**src/rtl/block_accumulator_wprecision.sv**
```systemverilog
// Block accumulator: sums a programmable number of fixed-point samples and
// reports, with each sum, how many bits of o_data actually carry information.
module block_accumulator_wprecision #(
    parameter int WIDTH_IN  = 16,
    parameter int WIDTH_ACC = 32,
    parameter int LEN_WIDTH = 8,
    parameter int IS_SIGNED = 1
) (
    input  logic                 i_clk,
    input  logic                 i_rst,
    input  logic                 i_ena,
    input  logic                 i_valid,
    input  logic [WIDTH_IN-1:0]  i_data,
    input  logic [LEN_WIDTH-1:0] i_block_len,
    input  logic                 i_flush,
    output logic                 o_valid,
    output logic [WIDTH_ACC-1:0] o_data,
    output logic [7:0]           o_current_precision,
    output logic                 o_partial,
    output logic                 o_busy
);

    if ((WIDTH_IN + LEN_WIDTH > WIDTH_ACC) || (WIDTH_ACC > 255)) begin : g_param_check
        $error("block_accumulator_wprecision: need WIDTH_IN + LEN_WIDTH <= WIDTH_ACC <= 255");
    end

    typedef enum logic {
        IDLE,
        ACCUM
    } state_t;

    state_t               state_q, state_d;
    logic [WIDTH_ACC-1:0] acc_q, acc_d;
    logic [WIDTH_ACC-1:0] data_q, data_d;
    logic [LEN_WIDTH-1:0] cnt_q, cnt_d;
    logic [LEN_WIDTH-1:0] len_q, len_d;
    logic [7:0]           prec_q, prec_d;
    logic                 valid_q, valid_d;
    logic                 partial_q, partial_d;
    logic                 busy_q, busy_d;

    logic                 s;
    logic                 f;
    logic                 sign_bit;
    logic [WIDTH_ACC-1:0] sample_ext;
    logic [WIDTH_ACC-1:0] acc_sum;
    logic [LEN_WIDTH-1:0] cnt_inc;
    logic [LEN_WIDTH-1:0] len_eff;

    // Bit-length of (n-1) added to the sample width, clamped to the output width.
    function automatic logic [7:0] precision(input logic [LEN_WIDTH-1:0] n);
        logic [LEN_WIDTH-1:0] m;
        logic [7:0]           bits;
        int                   p;
        m    = n - LEN_WIDTH'(1);
        bits = '0;
        for (int unsigned i = 0; i < LEN_WIDTH; i++) begin
            if (m[i]) begin
                bits = 8'(i + 1);
            end
        end
        p = WIDTH_IN + int'(bits);
        if (p > WIDTH_ACC) begin
            p = WIDTH_ACC;
        end
        return 8'(p);
    endfunction

    assign s          = i_ena & i_valid;
    assign f          = i_ena & i_flush;
    assign sign_bit   = (IS_SIGNED != 0) & i_data[WIDTH_IN-1];
    assign sample_ext = {{(WIDTH_ACC-WIDTH_IN){sign_bit}}, i_data};
    assign acc_sum    = acc_q + sample_ext;
    assign cnt_inc    = cnt_q + LEN_WIDTH'(1);
    assign len_eff    = (i_block_len == '0) ? LEN_WIDTH'(1) : i_block_len;

    always_comb begin
        state_d   = state_q;
        acc_d     = acc_q;
        data_d    = data_q;
        cnt_d     = cnt_q;
        len_d     = len_q;
        prec_d    = prec_q;
        partial_d = partial_q;
        valid_d   = 1'b0;
        case (state_q)
            IDLE: begin
                if (s) begin
                    len_d = len_eff;
                    acc_d = sample_ext;
                    cnt_d = LEN_WIDTH'(1);
                    if ((len_eff == LEN_WIDTH'(1)) || i_flush) begin
                        valid_d   = 1'b1;
                        data_d    = sample_ext;
                        prec_d    = precision(LEN_WIDTH'(1));
                        partial_d = (len_eff != LEN_WIDTH'(1));
                    end else begin
                        state_d = ACCUM;
                    end
                end
            end
            ACCUM: begin
                if (s) begin
                    acc_d = acc_sum;
                    cnt_d = cnt_inc;
                    if ((cnt_inc == len_q) || i_flush) begin
                        valid_d   = 1'b1;
                        data_d    = acc_sum;
                        prec_d    = precision(cnt_inc);
                        partial_d = (cnt_inc != len_q);
                        state_d   = IDLE;
                    end
                end else if (f) begin
                    valid_d   = 1'b1;
                    data_d    = acc_q;
                    prec_d    = precision(cnt_q);
                    partial_d = 1'b1;
                    state_d   = IDLE;
                end
            end
            default: state_d = IDLE;
        endcase
        busy_d = (state_d == ACCUM);
    end

    always_ff @(posedge i_clk) begin
        if (i_rst) begin
            state_q   <= IDLE;
            acc_q     <= '0;
            data_q    <= '0;
            cnt_q     <= '0;
            len_q     <= '0;
            prec_q    <= '0;
            valid_q   <= 1'b0;
            partial_q <= 1'b0;
            busy_q    <= 1'b0;
        end else begin
            state_q   <= state_d;
            acc_q     <= acc_d;
            data_q    <= data_d;
            cnt_q     <= cnt_d;
            len_q     <= len_d;
            prec_q    <= prec_d;
            valid_q   <= valid_d;
            partial_q <= partial_d;
            busy_q    <= busy_d;
        end
    end

    assign o_valid             = valid_q;
    assign o_data              = data_q;
    assign o_current_precision = prec_q;
    assign o_partial           = partial_q;
    assign o_busy              = busy_q;

endmodule

```
**config.mk**
```make
export PLATFORM = sky130hd
export DESIGN_NAME = block_accumulator_wprecision
export DESIGN_NICKNAME = d
export VERILOG_FILES = /design/src/rtl/block_accumulator_wprecision.sv
export SDC_FILE = /design/constraint.sdc
export NUM_CORES = 1
export LEC_CHECK = 0
export CELL_PAD_IN_SITES_DETAIL_PLACEMENT = 0
export CELL_PAD_IN_SITES_GLOBAL_PLACEMENT = 1
export CORE_UTILIZATION = 42
export DETAILED_ROUTE_END_ITERATION = 12
export PLACE_DENSITY_LB_ADDON = 0.1
export SLEW_MARGIN = 10
export SYNTH_ARGS = -nofsm -noshare
export SYNTH_HDL_FRONTEND = slang
export SYNTH_SLANG_ARGS = --single-unit
```
**constraint.sdc**
```tcl
create_clock -name i_clk -period 3.1 [get_ports i_clk]
set_clock_uncertainty 0.05 [all_clocks]
set_input_delay 0.62 -clock i_clk [delete_from_list [all_inputs] [get_ports i_clk]]
set_output_delay 0.62 -clock i_clk [all_outputs]
set_load 0.03 [all_outputs]
```
==> flow_summary.ini <==
[routing]
wl_um = 20100
drtAntennaViolNets = 0
vias_per_cell = 5.79
drt_iter0_drc = 463
wire_per_inst_um = 17.2
num_vias = 6773
firstDrtPassIters = 5
remaining_drc_errors = 0

[clock_tree]
cts_tree = done
numClockSinks = 88
hold_buffers = 0
cts-root-buf = clkbuf_16
cts_buffer_depth = 2
path_clk_slew_ns = 0.07
htree_levels = 3
cts_inserted_buffers = 9
clock_latency_ns = 0.35

[pwr]
power_uw = 3300
powerDensity_nw_per_um2 = 390
leakage_uw = 0.00339
vdd_drop_max_mv = 0.281

[timing]
finalWorstSetupSlack_ns = 0.0796
slew_viol_final = 0
rsz0062_at_grt = no
tightest_slew_ns = 0.780
slew_headroom_pct = 48.0
hold_viol = 0
setup_violations = 0
fin_crit_ns = 3.02
min_period_over_period_pct = 97.4
max_freq_mhz = 331

[setup_path]
reg2reg_depth = 9
cp_max_fo = 5
cp.arrival_ns = 3.24
critical_path_class = input port to flip-flop
start_kind = input port
critical_path_required_ns = 3.32
endpoint_kind = flip-flop

[worst_hold_path]
hp-class = flip-flop to flip-flop
hold_depth = 2

[die]
die_w_um = 126
rows = 44
ios = 72
initial_core_util_pct = 43.6
die_area_um2 = 15800
die_h_um = 126
fp.coreArea_um2 = 14800

[cells_and_area]
fin_nets = 1046
synthToLayoutAreaGrowth_pct = 31.3
seq_area_um2 = 1760
fin_cells = 1169
drive_above_1_share_pct = 19.4
multi_input_area_um2 = 4500
nFillCells = 1379
antenna_cells = 0
finish.utilization_pct = 57.3

[place]
place_ws_ns = -0.527
dp_hpwl_um = 14000
place_inst = 1150
gp_congestion = 0.882
numPortBuffers = 68

[synthesis]
synthCells = 842
yosysWarnings = 0
yosys.cell_types.count = 94
synth.top_cells.by_count = a21oi_1 (125), nand2_1 (121), dfxtp_1 (88)
synth_edf_count = 0
synth.avg_cell_area_um2 = 7.65
ys.flop_type = dfxtp_1
synth.most_common_cell = a21oi_1
synth_xor_area_share_pct = 6.01
yosys-mux-area-fraction_pct = 2.82
seq_area_frac_synth_pct = 27.4
synthArstFlopShare_pct = 0
yosys.area_share.simple_pct = 21.9
synthTopCellsByArea = dfxtp_1 (27%), a21oi_1 (9.7%), nand2_1 (7.1%), ha_1 (7.0%), xnor2_1 (3.7%)
synth_largest_area_cell = dfxtp_1
synth.top_cell.area_share_pct = 27.4
synth_compound_area_share_pct = 29.3
ys_ff_latch = 88
syn-cell-area_um2 = 6440
synth_fa_ha_area_share_pct = 7.31
synth_top_family_by_area = compound AO/OA/AOI/OAI gates

[grt]
grt_pass1_vias = 6799
antenna_found_initial = 0
grt_pass1_wl_um = 33200
track_usage_pct = 26.0
grt_start_max_net_pins = 63
grt_overflow = 0

[flow_run]
max-cap-violations = 0

[status]
outcome = completed
## cell usage in the layout, fill, tap and decap left out, drive strengths merged, types with 4 or more instances in the layout
cell,n
ha,36
o21a,11
o211ai,14
nand4,8
inv,14
clkdlybuf4s50,64
o221a,4
and3,8
a31oi,18
clkbuf,13
nand2b,5
mux2i,8
buf,114
mux2,9
o21bai,4
or3,4
a21o,16
xor2,9
nor2,63
and2,9
dfxtp,88
nand3,24
nor3,19
nand2,122
nor4,7
a21oi,128
nor2b,7
nand3b,4
xnor2,30
a211oi,7
o21ai,49
## through the flow
| step | cell area [um^2] | TNS (ns) | hold slack [ns] |
|---|---|---|---|
| 5_1_grt | 8450 | 0 | 0.433 |
| 2_1_floorplan | 6440 | 0 | 0.387 |
| 3_3_place_gp | 7950 | -7.46 | 0.391 |
| 3_5_place_dp | 7950 | -9.79 | 0.394 |
| 4_1_cts | 8290 | -0.00374 | 0.403 |
| 6_report | 8450 | 0 | 0.402 |
## metal layers
layer  track usage, %  part of all wire, %  up-vias
li1                 -                    -     3334
met1             33.4                   46     3196
met2             43.2                   47      207
met3             4.84                  5.5       36
met4             9.92                  2.2        0
met5                0                    0        -
## critical path: stages
cell             delay (ns)
clkdlybuf4s50_1        0.54
ha_4                   0.25
a21oi_4                0.18
o211ai_2               0.12
and4_4                 0.22
o21ba_2                0.24
a211o_4                0.36
and2_4                 0.15
or3_4                  0.39
a41oi_2                0.17
## worst paths after layout
path	startpoint	endpoint	slack, ns
setup / recovery	i_data[4]	acc_q[31]	0.08
hold / removal	o_data[3]	o_data[3]	0.40
setup reg to reg	cnt_q[0]	o_current_precision[2]	0.31
hold reg to reg	o_data[3]	o_data[3]	0.40
## registers in the layout, indices dropped and copies added, names as in the netlist
| signal | cells |
|---|---|
| o_busy | 1 |
| o_data | 32 |
| o_partial | 1 |
| cnt_q | 8 |
| o_current_precision | 5 |
| len_q | 8 |
| acc_q | 32 |
| o_valid | 1 |
## power by group
group	total (uW)	internal (uW)	switching, uW	leakage [uW]
Clock	1200	729	474	0.000154
Sequential	1230	1190	41.6	0.000719
Combinational	865	394	472	0.00252
Total	3300	2310	987	0.00339
## cells by family (layout without fill, tap and decap cells)
family,count (synthesis),in the layout
AOI/OAI and AO/OA,295,295
and+or+nand+nor,293,293
DFF,88,88
buffers and inverters,71,212
xor gates and xnor gates,40,40
adders and majority gates,37,37
muxes,17,17
other,1,3
## repair_timing
item / CTS / global route
resized for setup: 4 / 27
buffers inserted: 0 / 3
setup endpoints to repair: 11 / 27
pin swaps: 0 / 8
## layout make-up
class | count | area share [%]
Tap cell | 184 | 2.72
Clock buffer | 13 | 2.96
Timing Repair Buffer | 181 | 18.7
Sequential cell | 88 | 20.9
Multi-Input combinational cell | 685 | 53.3
Inverter | 15 | 0.666
Clock inverter | 3 | 0.770
No activity file was read; power rests on OpenSTA's default activity.
